### config.mk
export PLATFORM = sky130hd
export DESIGN_NAME = dec_syndrome
export DESIGN_NICKNAME = d
export VERILOG_FILES = /design/src/rtl/dec_syndrome.sv
export SDC_FILE = /design/constraint.sdc
export NUM_CORES = 1
export LEC_CHECK = 0
export CORE_MARGIN = 1
export CORE_UTILIZATION = 56
export CTS_BUF_LIST = sky130_fd_sc_hd__clkbuf_2
export CTS_CLUSTER_SIZE = 30
export DETAILED_ROUTE_END_ITERATION = 10
export GPL_TIMING_DRIVEN = 0
export HOLD_SLACK_MARGIN = 0.15
export PLACE_DENSITY = 0.8
export SYNTH_ARGS = -nofsm -noshare
export SYNTH_HDL_FRONTEND = slang
export SYNTH_HIERARCHICAL = 1
export SYNTH_SLANG_ARGS = --single-unit
### constraint.sdc
create_clock -name clk -period 5.6 [get_ports clk]
set_clock_uncertainty 0.1 [all_clocks]
set_input_delay 1.68 -clock clk [delete_from_list [all_inputs] [get_ports clk]]
set_output_delay 1.68 -clock clk [all_outputs]
set_load 0.05 [all_outputs]
### src/rtl/dec_syndrome.sv
// RS syndrome generator: Horner-accumulates RS_PAR_LEN syndromes over ENC_SYM_NUM symbols per beat.
// Optional registered all-zero flag on syn_zero when DEC_SYN_ZERO_FLAG_EN is defined.

module dec_syn_lane #(
  parameter int                 M    = 8,
  parameter logic [M-1:0]       POL  = 8'h1D,
  parameter int                 NUM  = 4,
  parameter int                 FIR  = 3,
  parameter int                 ROOT = 0
) (
  input  logic                  first,
  input  logic [NUM-1:0][M-1:0] sym,
  input  logic [M-1:0]          syn_q,
  output logic [M-1:0]          syn_nxt
);
  function automatic logic [M-1:0] xtime(input logic [M-1:0] a);
    return {a[M-2:0], 1'b0} ^ (a[M-1] ? POL : '0);
  endfunction

  function automatic logic [M-1:0] gf_mul(input logic [M-1:0] a, input logic [M-1:0] b);
    logic [M-1:0] p;
    p = '0;
    for (int i = M-1; i >= 0; i--) begin
      p = xtime(p);
      if (b[i]) p = p ^ a;
    end
    return p;
  endfunction

  function automatic logic [M-1:0] alpha_pow(input int e);
    logic [M-1:0] r;
    r = M'(1);
    for (int i = 0; i < e; i++) r = xtime(r);
    return r;
  endfunction

  localparam logic [M-1:0] ROOT_C = alpha_pow(ROOT);

  logic [M-1:0] s;

  // Beat 0 restarts from zero and only its low FIR lanes carry symbols.
  always_comb begin
    s = first ? '0 : syn_q;
    for (int k = NUM-1; k >= 0; k--)
      if (!first || k < FIR) s = gf_mul(s, ROOT_C) ^ sym[k];
    syn_nxt = s;
  end
endmodule

module dec_syndrome #(
  parameter int                       EGF_ORDER   = 8,
  parameter logic [EGF_ORDER-1:0]     EGF_PRI_POL = 8'h1D,
  parameter int                       RS_MES_LEN  = 239,
  parameter int                       RS_PAR_LEN  = 16,
  parameter int                       ENC_SYM_NUM = 4,
  parameter int                       RS_FCR      = 0
) (
  input  logic                                clk,
  input  logic                                rst,
  input  logic                                in_valid,
  output logic                                in_ready,
  input  logic [ENC_SYM_NUM*EGF_ORDER-1:0]    in_data,
  output logic                                syn_valid,
  input  logic                                syn_ready,
  output logic [RS_PAR_LEN*EGF_ORDER-1:0]     syn_data
`ifdef DEC_SYN_ZERO_FLAG_EN
  , output logic                              syn_zero
`endif
);
  localparam int N        = RS_MES_LEN + RS_PAR_LEN;
  localparam int BEAT_NUM = (N + ENC_SYM_NUM - 1) / ENC_SYM_NUM;
  localparam int FIR_NUM  = (N % ENC_SYM_NUM == 0) ? ENC_SYM_NUM : N % ENC_SYM_NUM;
  localparam int CW       = (BEAT_NUM > 1) ? $clog2(BEAT_NUM) : 1;
  localparam logic [CW-1:0] LAST = CW'(BEAT_NUM - 1);

  typedef enum logic [1:0] {IDLE, ACC, HOLD} state_t;

  state_t                                    state_q, state_d;
  logic [CW-1:0]                             cnt_q, cnt_d;
  logic [RS_PAR_LEN-1:0][EGF_ORDER-1:0]      syn_q, syn_d, syn_nxt;
  logic                                      syn_valid_q, syn_valid_d;
  logic [ENC_SYM_NUM-1:0][EGF_ORDER-1:0]     sym;
  logic                                      accept, first, last;

  assign sym       = in_data;
  assign in_ready  = (state_q == HOLD) ? syn_ready : 1'b1;
  assign accept    = in_valid & in_ready;
  assign first     = (cnt_q == '0);
  assign last      = (cnt_q == LAST);
  assign syn_valid = syn_valid_q;
  assign syn_data  = syn_q;

  for (genvar j = 0; j < RS_PAR_LEN; j++) begin : g_lane
    dec_syn_lane #(
      .M(EGF_ORDER), .POL(EGF_PRI_POL), .NUM(ENC_SYM_NUM), .FIR(FIR_NUM), .ROOT(j + RS_FCR)
    ) u_lane (
      .first(first), .sym(sym), .syn_q(syn_q[j]), .syn_nxt(syn_nxt[j])
    );
  end

  // In HOLD the counter has already wrapped, so an accepted beat is beat 0 of the next codeword.
  always_comb begin
    state_d     = state_q;
    cnt_d       = cnt_q;
    syn_d       = syn_q;
    syn_valid_d = syn_valid_q;
    if (accept) begin
      syn_d       = syn_nxt;
      cnt_d       = last ? '0 : cnt_q + CW'(1);
      state_d     = last ? HOLD : ACC;
      syn_valid_d = last;
    end else if (state_q == HOLD && syn_ready) begin
      state_d     = IDLE;
      syn_valid_d = 1'b0;
    end
  end

  always_ff @(posedge clk or posedge rst) begin
    if (rst) begin
      state_q     <= IDLE;
      cnt_q       <= '0;
      syn_q       <= '0;
      syn_valid_q <= 1'b0;
    end else begin
      state_q     <= state_d;
      cnt_q       <= cnt_d;
      syn_q       <= syn_d;
      syn_valid_q <= syn_valid_d;
    end
  end

`ifdef DEC_SYN_ZERO_FLAG_EN
  always_ff @(posedge clk or posedge rst) begin
    if (rst) syn_zero <= 1'b0;
    else     syn_zero <= ~|syn_d;
  end
`endif
endmodule

==> reports/metrics.csv <==
stage,metric,value,unit
placement,place_hpwl,39.8,mm
global_route,grt-ovfl-total,0,
critical_path,worstReg2RegStart,cnt_q[2],
route,dr.pass1.iters,5,
logic_synthesis,synthCells,1708,
placement,routabilityCongestion,0.865,
sta,slew_viol_final,17,
critical_path,r2r_slack,0.99,ns
logic_synthesis,synth.area.mux_share,9.17,%
route,wirelength,56.6,mm
critical_path,worstSetupStartpointType,input port,
sta,setup_viol,0,
clock_network,htree_levels,4,
critical_path,reg2regPathDepth,11,
route,vias,13200,
logic_synthesis,ys_warn_count,6,
logic_synthesis,async_flop_share,100,%
cells_and_area,final_cells,2392,
floorplan,die_h,195,microns
logic_synthesis,synth-edff-count,0,
placement,io_buffers,165,
critical_path,arrival,3.36,ns
logic_synthesis,avgSynthCellArea,12.2,sq um
min_path,hold_start,cnt_q[4],
logic_synthesis,ys_seq_area_share,16.4,%
logic_synthesis,ys_types,62,
sta,hold_viol,0,
clock_network,post_cts_buffers,0,
critical_path,end_kind,primary output,
run,timing.max_cap.violations,1,
logic_synthesis,yosysTopAreaCellShare,28.6,%
logic_synthesis,synth_area_leaders,"xnor2_1 (29%), xnor3_1 (18%), dfrtp_1 (16%), xor2_1 (8.6%), mux2_4 (5.6%)",
logic_synthesis,syn_area,0.0208,sq mm
outcome,status,"complete, but fails checks",
logic_synthesis,synth-seq-cells,136,
cells_and_area,syn2layout_area_growth,13.1,%
sta,relSlewSlack,-3.72,%
route,vias_per_cell,5.50,
outcome,violations,"max-capacitance violations, max-slew violations",
placement,place_inst,2359,
logic_synthesis,synthSimpleGateAreaFrac,4.98,%
route,ant_nets,0,
logic_synthesis,synth_compound_area_share,0.512,%
clock_network,cts_tree,built,
floorplan,dieArea,0.0379,sq mm
global_route,grt_max_degree,80,
min_path,hold_path.class,flop to flop,
floorplan,die_w,195,microns
cells_and_area,nets,1948,
critical_path,worstSetupPathType,input port to primary output,
cells_and_area,drive_gt1_share,19.8,%
min_path,min_to,cnt_q[4],
min_path,min_path_cells,1,
critical_path,worstPathRequired,3.82,ns
clock_network,clk_latency,0.92,ns
critical_path,crit_fanout,7,
global_route,grt_pass1_wl,85.8,mm
logic_synthesis,yosysTopAreaCell,xnor2_1,
global_route,antenna_found_initial,1,
logic_synthesis,synthXorXnorAreaFrac,67.4,%
sta,worstMarginPinSlew,1.55,ns
route,wl_per_cell,23.7,microns
sta,fin_crit_sh,91.8,%
global_route,grt_pass1_vias,13800,
logic_synthesis,synth_fp_nets,1746,
floorplan,row_count,70,
route,first_iter_violations,762,
route,drc,0,
floorplan,pin_count,166,
logic_synthesis,synthAdderAreaFrac,0.120,%
sta,layout_min_cycle_time,5.14,ns
critical_path,regToRegEndpoint,syn_data[82],
sta,grt_setup_unrepaired,false,
floorplan,core,0.0366,sq mm
sta,fmax,194,MHz
floorplan,initial_utilization,56.8,%
clock_network,cts_made_buffers,17,
clock_network,clkTransAtPathRegs,0.19,ns
logic_synthesis,synth_top_family_by_area,XOR/XNOR gates,
clock_network,cts_num_sinks,136,
clock_network,cts_resized,0,
logic_synthesis,synth-main-ff-cell,dfrtp_1,
clock_network,cts_root_buf,clkbuf_2,
clock_network,cts_hold_buf,0,
global_route,grtUsageTotal,30.8,%
clock_network,cts_max_path_buffers,2,
-- worst max path at each step --
stage	to	cells past startpoint	startpoint	slack (ns)
after floorplan	cnt_q[0]	1	rst	0.18
after global placement	syn_data[108]	2	rst	-2.26
after detailed placement	syn_data[60]	10	in_data[30]	0.11
after CTS	in_ready	4	syn_ready	0.46
after global routing	in_ready	4	syn_ready	0.43
final	in_ready	4	syn_ready	0.46
-- placed cells by master (no fill, tap or decap), types with 4 or more instances in the layout --
cell type / synthesis / routed
nand2b_1: 8 / 8
mux2i_1: 9 / 9
xnor3_4: 7 / 7
buf_12: 0 / 15
xnor3_1: 167 / 167
xor2_1: 204 / 204
nor2_2: 19 / 19
clkinv_1: 0 / 4
nor2_1: 126 / 126
nand2_1: 7 / 7
clkdlybuf4s50_1: 0 / 135
buf_6: 15 / 15
xor3_2: 7 / 7
xnor2_2: 37 / 37
buf_4: 4 / 4
and2_1: 5 / 4
xnor2_1: 678 / 678
mux2_4: 78 / 78
nor2b_1: 12 / 12
clkbuf_2: 1 / 18
dfrtp_1: 136 / 136
xor3_1: 19 / 19
buf_2: 11 / 41
xor2_2: 8 / 8
xnor2_4: 4 / 4
xnor3_2: 32 / 32
mux2_2: 54 / 54
nor2_4: 4 / 4
-- registers in the layout, indices dropped and copies added (netlist names) --
signal    cells
cnt_q         6
state_q       2
syn_data    128
-- critical path, stage by stage --
cell and delay, ns:
clkdlybuf4s50_1 0.42, or3b_1 0.37, buf_2 0.18, clkdlybuf4s50_1 0.71
-- stage by stage --
step	utilization [%]	TNS [ns]	instance area [sq um]	setup WS [ns]	hold slack, ns
finish	64.2	0	23500	0.457	0.439
global route	64.2	0	23500	0.427	0.471
CTS	64.2	0	23500	0.462	0.439
detailed placement	63.6	0	23300	0.107	0.407
global placement	62.9	-395.96	23000	-2.26	0.389
floorplan	-	0	20800	0.181	0.372
-- kinds of logic (layout without fill, tap and decap cells) --
kind of cell    after synthesis  after routing
compound gates               14             14
xor+xnor                   1167           1167
fa+ha+maj                     2              2
buf+inv                      41            255
flops                       136            136
mux                         143            143
other cells                   0              2
simple gates                205            205
-- cell type report --
type,count,area (sq um)
Multi-Input combinational cell,1531,17100
Clock buffer,17,85.1
Buffer,37,292
Inverter,4,20.0
Sequential cell,136,3400
Fill cell,2896,13100
Timing Repair Buffer,183,1880
Clock inverter,14,158
Tap cell,468,586
Antenna cell,2,5.00
-- Yosys cell counts, types with 3 or more instances --
cell type,number
buf_4,4
mux2i_1,9
nor2_2,19
xor3_1,19
dfrtp_1,136
xnor2_4,4
xnor2_1,678
mux2_2,54
xor3_2,7
nand2b_1,8
clkbuf_1,3
xnor3_4,7
nor2b_1,12
inv_1,4
buf_6,15
nand2_1,7
nor2_1,126
buf_2,11
xor2_2,8
xnor2_2,37
nand3_1,3
a31oi_1,3
xnor3_1,167
and2_1,5
mux2_4,78
a21oi_1,3
xor2_1,204
nor2_4,4
xnor3_2,32
-- routing by layer --
metal | share of wire [%] | global-route usage [%]
met5 | 0 | 0
met3 | 6.2 | 5.12
met1 | 42 | 40.2
met4 | 2.3 | 8.47
met2 | 49 | 52.6
Power is left out: the tool's default activity adds up to more than one toggle a clock period on the data nets, which glitch-free logic cannot reach.
